**config.mk**
```make
export PLATFORM = sky130hd
export DESIGN_NAME = sensor_responder
export DESIGN_NICKNAME = d
export VERILOG_FILES = /design/src/rtl/sensor_link_pkg.sv /design/src/rtl/crc8_serial.sv /design/src/rtl/sensor_responder.sv
export SDC_FILE = /design/constraint.sdc
export NUM_CORES = 1
export LEC_CHECK = 0
export BUFFER_PORTS_ARGS = -buffer_cell sky130_fd_sc_hd__buf_2
export CORE_MARGIN = 2
export CORE_UTILIZATION = 50
export CTS_CLUSTER_DIAMETER = 200
export DETAILED_ROUTE_END_ITERATION = 6
export HOLD_SLACK_MARGIN = 0.06
export PLACE_DENSITY = 0.74
export SKIP_LAST_GASP = 1
export SYNTH_ARGS = -nofsm -noshare
export SYNTH_HDL_FRONTEND = slang
export SYNTH_SLANG_ARGS = --single-unit
```
**constraint.sdc**
```tcl
create_clock -name clock -period 1.95 [get_ports clock]
set_input_delay 0 -clock clock [delete_from_list [all_inputs] [get_ports clock]]
set_output_delay 0 -clock clock [all_outputs]
set_load 0.05 [all_outputs]
```
**src/rtl/sensor_link_pkg.sv**
```systemverilog
// Shared definitions for the polled sensor link, used by both the sensor
// responder and the bus arbitrator: FSM state encoding, CRC-8 constants,
// broadcast address and the default alarm byte.
package sensor_link_pkg;

    typedef enum logic [2:0] {
        ST_IDLE      = 3'd0,
        ST_CRC_CALC  = 3'd1,
        ST_SEND_DATA = 3'd2,
        ST_WAIT_DATA = 3'd3,
        ST_SEND_CRC  = 3'd4,
        ST_WAIT_CRC  = 3'd5
    } link_state_e;

    localparam logic [7:0] CRC8_POLY          = 8'h07;
    localparam logic [2:0] BROADCAST_ADDR     = 3'd0;
    localparam logic [7:0] DEFAULT_ALARM_CODE = 8'hFF;

    // One MSB-first CRC-8 step: shift the register left and fold in the
    // polynomial whenever the outgoing bit differs from the incoming data bit.
    function automatic logic [7:0] crc8_step(input logic [7:0] crc, input logic bit_in);
        logic fb;
        fb = crc[7] ^ bit_in;
        return {crc[6:0], 1'b0} ^ (fb ? CRC8_POLY : 8'h00);
    endfunction

endpackage

```
**src/rtl/crc8_serial.sv**
```systemverilog
// Bit-serial CRC-8 (poly 0x07, init 0x00, MSB first, no reflection, no
// final XOR). start clears the register; enable folds in one bit per cycle.
module crc8_serial
    import sensor_link_pkg::*;
(
    input  logic       clock,
    input  logic       resetn,
    input  logic       start,
    input  logic       enable,
    input  logic       bit_in,
    output logic [7:0] crc
);

    logic [7:0] crc_q;
    logic [7:0] crc_d;

    // Next CRC value: clear on start, otherwise advance one bit when enabled.
    always_comb begin
        crc_d = crc_q;
        if (start) begin
            crc_d = 8'h00;
        end else if (enable) begin
            crc_d = crc8_step(crc_q, bit_in);
        end
    end

    // CRC register with asynchronous clear.
    always_ff @(posedge clock or negedge resetn) begin
        if (!resetn) begin
            crc_q <= 8'h00;
        end else begin
            crc_q <= crc_d;
        end
    end

    assign crc = crc_q;

endmodule

```
**src/rtl/sensor_responder.sv**
```systemverilog
// Sensor-side endpoint of the polled sensor link. Accepts a one-byte poll
// from the UART receiver, and when addressed answers with a two-byte frame
// (sensor data, CRC-8). Optional alarm latch guarded by the macro
// SENSOR_RESPONDER_ALARM_EN: when defined, a latched alarm turns every reply
// into ALARM_CODE/ALARM_CODE until a broadcast poll clears it.
//
// Handshakes: rx_rdy is a level from the UART; a byte is consumed by a
// single-cycle rx_rdy_clr pulse, and a poll is only accepted in IDLE when no
// acknowledge is already outstanding (rx_rdy may still be high the cycle after
// rx_rdy_clr). tx_wr_en is a single-cycle start pulse issued only while
// tx_busy is low; tx_data is held until the transmitter has raised and then
// dropped tx_busy.
module sensor_responder
    import sensor_link_pkg::*;
#(
    parameter logic [2:0] SENSOR_ID  = 3'd1,
    parameter logic [7:0] ALARM_CODE = DEFAULT_ALARM_CODE
) (
    input  logic       clock,
    input  logic       resetn,
    input  logic [7:0] rx_data,
    input  logic       rx_rdy,
    output logic       rx_rdy_clr,
    output logic [7:0] tx_data,
    output logic       tx_wr_en,
    input  logic       tx_busy,
    input  logic [7:0] sensor_data,
    input  logic       alarm_in,
    output logic       busy,
    output logic       alarm_pending
);

    link_state_e state_q, state_d;
    logic [7:0]  data_q, data_d;
    logic [2:0]  bit_cnt_q, bit_cnt_d;
    logic        seen_busy_q, seen_busy_d;
    logic        alarm_frame_q, alarm_frame_d;
    logic        alarm_pending_q, alarm_pending_d;
    logic        rx_rdy_clr_q, rx_rdy_clr_d;
    logic        tx_wr_en_q, tx_wr_en_d;
    logic [7:0]  tx_data_q, tx_data_d;

    logic        crc_start;
    logic        crc_en;
    logic        crc_bit;
    logic [7:0]  crc_value;
    logic        poll_valid;
    logic        bcast_clr;

    crc8_serial u_crc (
        .clock  (clock),
        .resetn (resetn),
        .start  (crc_start),
        .enable (crc_en),
        .bit_in (crc_bit),
        .crc    (crc_value)
    );

    // A fresh poll is one not already acknowledged in the previous cycle.
    assign poll_valid = rx_rdy && !rx_rdy_clr_q;

    // Next-state and registered-output logic for the response sequencer.
    always_comb begin
        state_d       = state_q;
        data_d        = data_q;
        bit_cnt_d     = bit_cnt_q;
        seen_busy_d   = seen_busy_q;
        alarm_frame_d = alarm_frame_q;
        tx_data_d     = tx_data_q;
        rx_rdy_clr_d  = 1'b0;
        tx_wr_en_d    = 1'b0;
        crc_start     = 1'b0;
        crc_en        = 1'b0;
        crc_bit       = data_q[~bit_cnt_q];
        bcast_clr     = 1'b0;

        case (state_q)
            ST_IDLE: begin
                if (poll_valid) begin
                    rx_rdy_clr_d = 1'b1;
                    if (rx_data[2:0] == SENSOR_ID) begin
                        data_d        = alarm_pending_q ? ALARM_CODE : sensor_data;
                        alarm_frame_d = alarm_pending_q;
                        bit_cnt_d     = 3'd0;
                        crc_start     = 1'b1;
                        state_d       = ST_CRC_CALC;
                    end else if (rx_data[2:0] == BROADCAST_ADDR) begin
                        bcast_clr = 1'b1;
                    end
                end
            end
            ST_CRC_CALC: begin
                crc_en    = 1'b1;
                bit_cnt_d = bit_cnt_q + 3'd1;
                if (bit_cnt_q == 3'd7) begin
                    state_d = ST_SEND_DATA;
                end
            end
            ST_SEND_DATA: begin
                if (!tx_busy) begin
                    tx_wr_en_d  = 1'b1;
                    tx_data_d   = data_q;
                    seen_busy_d = 1'b0;
                    state_d     = ST_WAIT_DATA;
                end
            end
            ST_WAIT_DATA: begin
                if (tx_busy) begin
                    seen_busy_d = 1'b1;
                end else if (seen_busy_q) begin
                    state_d = ST_SEND_CRC;
                end
            end
            ST_SEND_CRC: begin
                if (!tx_busy) begin
                    tx_wr_en_d  = 1'b1;
                    tx_data_d   = alarm_frame_q ? ALARM_CODE : crc_value;
                    seen_busy_d = 1'b0;
                    state_d     = ST_WAIT_CRC;
                end
            end
            ST_WAIT_CRC: begin
                if (tx_busy) begin
                    seen_busy_d = 1'b1;
                end else if (seen_busy_q) begin
                    state_d = ST_IDLE;
                end
            end
            default: begin
                state_d = ST_IDLE;
            end
        endcase

`ifdef SENSOR_RESPONDER_ALARM_EN
        // Alarm request wins over a broadcast clear in the same cycle.
        alarm_pending_d = alarm_in | (alarm_pending_q & ~bcast_clr);
`else
        // Alarm path disabled: the latch stays clear whatever arrives.
        alarm_pending_d = 1'b0 & (alarm_in | bcast_clr);
`endif
    end

    // All sequencer state and outputs, cleared asynchronously on reset.
    always_ff @(posedge clock or negedge resetn) begin
        if (!resetn) begin
            state_q         <= ST_IDLE;
            data_q          <= 8'h00;
            bit_cnt_q       <= 3'd0;
            seen_busy_q     <= 1'b0;
            alarm_frame_q   <= 1'b0;
            alarm_pending_q <= 1'b0;
            rx_rdy_clr_q    <= 1'b0;
            tx_wr_en_q      <= 1'b0;
            tx_data_q       <= 8'h00;
        end else begin
            state_q         <= state_d;
            data_q          <= data_d;
            bit_cnt_q       <= bit_cnt_d;
            seen_busy_q     <= seen_busy_d;
            alarm_frame_q   <= alarm_frame_d;
            alarm_pending_q <= alarm_pending_d;
            rx_rdy_clr_q    <= rx_rdy_clr_d;
            tx_wr_en_q      <= tx_wr_en_d;
            tx_data_q       <= tx_data_d;
        end
    end

    assign rx_rdy_clr    = rx_rdy_clr_q;
    assign tx_wr_en      = tx_wr_en_q;
    assign tx_data       = tx_data_q;
    assign busy          = (state_q != ST_IDLE);
    assign alarm_pending = alarm_pending_q;

endmodule
```
# Word-level counts from Yosys, hierarchy flattened
# Cells that the tools add are included.
[totals] regBits=33 latch_bits=0 ramBits=0 romBits=0 input_bits=21 out_inout_bits=12 wordCells=78 n_memories=0
[op_classes] addsub=1 n_mul=0 n_div=0 magnitude_cmp=1 eq_ne=18 shift=0 muxes=32 bitwise_logic=3 reduce_logical=15
[op_table] operator="$mux W3" n=12
[op_table] operator="$mux W8" n=4
[op_table] operator="$ne A2 B2 Y1 const B" n=10
[op_table] operator="$pmux W3 S6" n=1
[op_table] operator="$pmux W8 S2" n=1
[op_table] operator="$reduce_and A3 Y1" n=4
[op_table] operator="$mux W1" n=11
[op_table] operator="$eq A3 B3 Y1 const B" n=3
[op_table] operator="$reduce_and A9 Y1" n=1
[op_table] operator="$reduce_bool A2 Y1" n=4
[op_table] operator="$xor A8 B8 Y8" n=1
[op_table] operator="$eq A3 B1 Y1 const B" n=2
[op_table] operator="$eq A3 B2 Y1 const B" n=2
[op_table] operator="$pmux W3 S2" n=1
[op_table] operator="$lt A3 B4 Y1 const B" n=1
[op_table] operator="$reduce_or A2 Y1" n=2
[op_table] operator="$add A3 B1 Y3 const B" n=1
[op_table] operator="$bmux W1 S3" n=1
[op_table] operator="$logic_not A3 Y1" n=1
[op_table] operator="$not A3 Y3" n=1
[op_table] operator="$reduce_bool A3 Y1" n=1
[op_table] operator="$ne A2 B1 Y1 const B" n=1
[op_table] operator="$pmux W1 S2" n=1
[op_table] operator="$logic_and A1 B1 Y1" n=1
[op_table] operator="2 further kinds" n=2

# Depth between registers and ports, before layout
[depth] ltp_word=8 depth_mapped=6

# Cells and area by module
# Synthesis repeated with hierarchy kept, for this count alone.
[unflattened] hier_cells=128 area_unflattened_um2=1651.6
[by_module_without_submodules] module="sensor_responder" instances=1 cells_per_inst=96 area_per_inst_um2=1278.7 seq_area_each_um2=625.6
[by_module_without_submodules] module="crc8_serial" instances=1 cells_per_inst=32 area_per_inst_um2=372.9 seq_area_each_um2=200.2

# Worst setup path after synthesis
# OpenSTA, ideal clock, no wires.
[synth_path] kind="reg2reg" start="register rx_rdy_clr_q, in the netlist rx_rdy_clr" end="register data_q[0]" t_arrival_ps=1900 path_slack_ps=-75 path_stages_with_launch=5 path_buffers=0 period_less_slack_ps=2025 path_cell_list="dfrtp_1 -> nand2b_4 -> or4b_4 -> nor2_2 -> mux2_2"
[synth_between] elab_chain_cells=3
[synth_rtl] element="start: declaration" line="sensor_responder.sv:39" text="logic rx_rdy_clr_q, rx_rdy_clr_d;"
[synth_rtl] element="start signal: assignment" line="sensor_responder.sv:162" text="rx_rdy_clr_q <= rx_rdy_clr_d;"
[synth_rtl] element="$logic_not A1 Y1" line="sensor_responder.sv:60" text="assign poll_valid = rx_rdy && !rx_rdy_clr_q;"
[synth_rtl] element="$logic_and A1 B1 Y1" line="sensor_responder.sv:60"
[synth_rtl] element="$reduce_and A3 Y1 (no source line)"
[synth_rtl] element="end signal: assignment" line="sensor_responder.sv:157" text="data_q <= data_d;"
[synth_rtl] element="end: declaration" line="sensor_responder.sv:34" text="logic [7:0] data_q, data_d;"
# No other way between the ends.
# A chain may end at the register's enable or synchronous reset.

# Final worst setup path
[layout_path] start="register rx_rdy_clr_q, in the netlist rx_rdy_clr" end="register u_crc.crc_q[1], in the netlist u_crc.crc[1]"
[layout_between] elab_chain_cells=5
[layout_rtl] element="$logic_not A1 Y1 (*)" line="sensor_responder.sv:60"
[layout_rtl] element="$logic_and A1 B1 Y1 (*)" line="sensor_responder.sv:60"
[layout_rtl] element="$mux W1 (*)" line="sensor_responder.sv:79" text="if (poll_valid) begin"
[layout_rtl] element="$mux W1 (*)" line="sensor_responder.sv:77" text="case (state_q)"
[layout_rtl] element="$mux W8 / $reduce_bool A2 Y1 (equally long branches)"
[layout_rtl] element="end signal: assignment" line="crc8_serial.sv:32" text="crc_q <= crc_d;"
[layout_rtl] element="end: declaration" line="crc8_serial.sv:14" text="logic [7:0] crc_q;"
# Every way passes the cells marked *; elsewhere a longest branch is shown, timed or not.

==> metrics.md <==
| Metric | Value |
|---|---|
| Vias per std cell | `5.421` |
| Worst Path Required | `2.17 ns` |
| Syn_nets | `148` |
| Sequential Area | `827.0 µm²` |
| Post-Synthesis Cells | `125` |
| Reg2Reg Depth | `4` |
| Pwr/cell area | `1939 nW/µm²` |
| Slowest cell on the critical path | `or4b_4` |
| # port buffers | `25` |
| DRC | `0` |
| Number of max-cap violations | `0` |
| NetSw | `1.572 mW` |
| Hold endpoint | `state_q[0]` |
| Cells along the critical path | `nand2b_4, or4b_4, a211o_1, a22o_1` |
| H-tree Lvls | `2` |
| CP max stage delay | `0.50 ns` |
| Total power | `3.632 mW` |
| Placeable Area | `2978 µm²` |
| Fmax | `534.1 MHz` |
| Worst r2r src | `rx_rdy_clr` |
| CTS clk-pin slew, worst paths | `0.10 ns` |
| Avg Inst Size Synth | `12.22 µm²` |
| Final core area utilization | `62.90%` |
| Relative slew margins | `52.26%` |
| Die area | `3514 µm²` |
| Ys flop type | `dfrtp_1` |
| # diodes | `0` |
| Clk Latency, worst-skew pair | `0.33 ns` |
| Synth Register Bits | `33` |
| Distinct cell type count after synthesis | `33` |
| Post-synth top area cell | `dfrtp_1` |
| Yosys top cell area share | `54.05%` |
| Final Cycle Share | `96.02%` |
| Clock Power Share | `14.7%` |
| Vias | `1068` |
| Mapped cell area | `1528 µm²` |
| RSZ-0062 raised after global routing | `no` |
| Layout area overhead | `22.60%` |
| Root buffer cell | `clkbuf_4` |
| Post-Route WL | `2.955 mm` |
| Crit path max fanout | `10` |
| DIE WIDTH | `59.28 µm` |
| Gate power share | `48.9%` |
| Sw Ratio | `43.29%` |
| Largest net degree at the start of global routing | `34` |
| Cell Rows | `20` |
| Ports | `33` |
| Startpoint Class | `flip-flop` |
| R2R Path End | `u_crc.crc[1]` |
| Share of layout cells above drive strength 1 | `32.32%` |
| CTS buffer count | `5` |
| Die Y | `59.28 µm` |
| Area contributors post-synth | `dfrtp_1 54%, mux2i_1 5.9%, mux2_2 5.9%` |
| Final ANT Viol Nets | `0` |
| GRT Residual Overflow | `0` |
| Hold Path Class | `primary input to flip-flop` |
| Crit path buf inv count | `0` |
| TritonCTS clock tree | `yes` |
| # fillers | `248` |
| Final Max Tran Viols | `0` |
| Crit path kind | `flip-flop to flip-flop` |
| Crit. End Element | `flip-flop` |
| DR WL/cell | `15.00 µm` |
| Hold path depth | `4` |
| Peak VDD IR | `0.8186 mV` |
| Initial Utilization | `51.30%` |
| Arrival time at the worst endpoint | `2.10 ns` |
| Drt first-iter violations | `15` |
| First-pass GRT wire length | `4.864 mm` |
| Asr flop ratio synth | `100.0%` |
| Post-synth EDFFs | `0` |
| LEAKAGE | `0.8639 nW` |
| Final Setup Violations | `0` |
| Gr usage total | `19.04%` |
| Vias in the first global route | `1067` |
| YS warnings | `0` |
| Multi-input gate area | `654.4 µm²` |
| Clk sinks | `33` |
| Outcome | `finished clean` |
| Register area share after synthesis | `54.05%` |
| Cell family with most CP delay | `compound AO/OA/AOI/OAI gates` |
| TritonRoute pass-1 iters | `4` |
| # nets final | `186` |
| GP Congestion | `0.7603` |
| Clk buf depth | `2` |
| Final Hold Violating Endpoints | `0` |
| Hold path start | `rx_data[2]` |
| Setup Buffers After CTS | `0` |
| R2r setup slk | `0.08 ns` |
| Fraction of power consumed by sequential logic | `36.4%` |
| Minimum clock period | `1.872 ns` |
| Total negative slack | `0 ns` |
| Int Pwr | `2.060 mW` |
| Least-Margin Pin Slew | `0.7160 ns` |
| Detailed placement HPWL | `2.097 mm` |
| Clock Skews | `0.01189 ns` |
| Initial antenna violation count | `0` |
-- power groups by stage --
stage	Sequential, mW	Clock [mW]	Combinational [mW]
CTS	1.32	0.544	1.79
detailed placement	1.33	0	1.76
floorplan	1.57	0	1.15
finish	1.32	0.532	1.78
global placement	1.31	0	1.69
global route	1.37	0.578	1.94
-- logic make-up after synthesis --
group                      synth area share (%)
adders and majority gates                 1.638
muxes                                     15.64
buffers and inverters                     3.522
and+or+nand+nor                           9.091
AOI/OAI and AO/OA                         11.79
DFF                                       54.05
other                                    0.2455
xor gates and xnor gates                  4.013
-- synthesized netlist by cell type, types with 2 or more instances --
cell / number
nand2_1: 4
buf_2: 4
mux4_2: 2
nor2_1: 13
inv_1: 2
o21ai_0: 2
ha_1: 2
a22o_1: 8
xor2_1: 2
a21oi_1: 11
a22o_2: 2
mux2i_1: 9
mux2_2: 8
xnor2_1: 5
dfrtp_1: 33
-- worst max path at each step --
stage | start | to | slack [ns] | cells past startpoint
2_1_floorplan | rx_rdy_clr | data_q[0] | 0.01 | 4
3_3_place_gp | rx_rdy_clr | u_crc.crc[2] | 0.13 | 4
3_5_place_dp | rx_rdy_clr | u_crc.crc[1] | 0.10 | 4
4_1_cts | rx_rdy_clr | u_crc.crc[2] | 0.09 | 4
5_1_grt | rx_rdy_clr | u_crc.crc[1] | 0.03 | 4
6_report | rx_rdy_clr | u_crc.crc[1] | 0.08 | 4
-- metrics by stage --
stage                     area [µm²]  std cells  hold WS [ns]  setup slack, ns
final                           1873        197       0.09542          0.07752
after global placement          1672        178       0.07766           0.1285
after global routing            1873        197       0.09918          0.02785
after CTS                       1867        197       0.08161          0.08586
after floorplan                 1529        125       -0.2956          0.01446
after detailed placement        1672        178       0.09446           0.1005
-- worst register-to-register path: stages (launching register included) --
cell	delay, ns
dfrtp_2	0.41
nand2b_4	0.14
or4b_4	0.50
a211o_1	0.44
a22o_1	0.28
-- metal layers --
layer	part of all wire (%)	vias up	wire, µm	track usage (%)
met4	0.64	0	19	4.870
met3	3.5	2	103	6.114
met2	52	17	1527	30.77
li1	-	517	-	-
met5	0	-	0	0
met1	44	532	1306	24.89
-- cells in the final DEF, fill, tap and decap left out, types with 2 or more instances in the layout --
cell,count
ha_1,2
nand2_1,4
buf_2,25
inv_1,2
buf_4,3
nor2_1,13
mux4_2,2
xnor2_1,5
dlygate4sd3_1,11
xor2_1,2
mux2_2,8
o21ai_0,2
a22o_2,2
a21oi_1,11
clkbuf_4,5
mux2i_1,9
a22o_1,8
dfrtp_1,32
-- state kept, by name, summed over array words and instances, names as in the netlist --
name	count
rx_rdy_clr	1
data_q	8
u_crc.crc	8
bit_cnt_q	3
seen_busy_q	1
state_q	3
tx_wr_en	1
tx_data	8
-- area by class of cell --
| class | count | area share (%) |
|---|---|---|
| repair buffers | 39 | 13.76 |
| clock buffers | 7 | 2.939 |
| inverters | 2 | 0.4008 |
| well taps | 33 | 2.204 |
| multi-input cells | 82 | 34.94 |
| clock inverters | 1 | 1.603 |
| flip-flops and latches | 33 | 44.15 |
-- what timing repair did --
action                                  4_1_cts  5_1_grt
hold buffers                                 11        0
hold endpoints to repair                     44        0
endpoints found under the setup margin        0        1
resized for setup                             0        1
No activity file was read; power rests on OpenSTA's default activity.
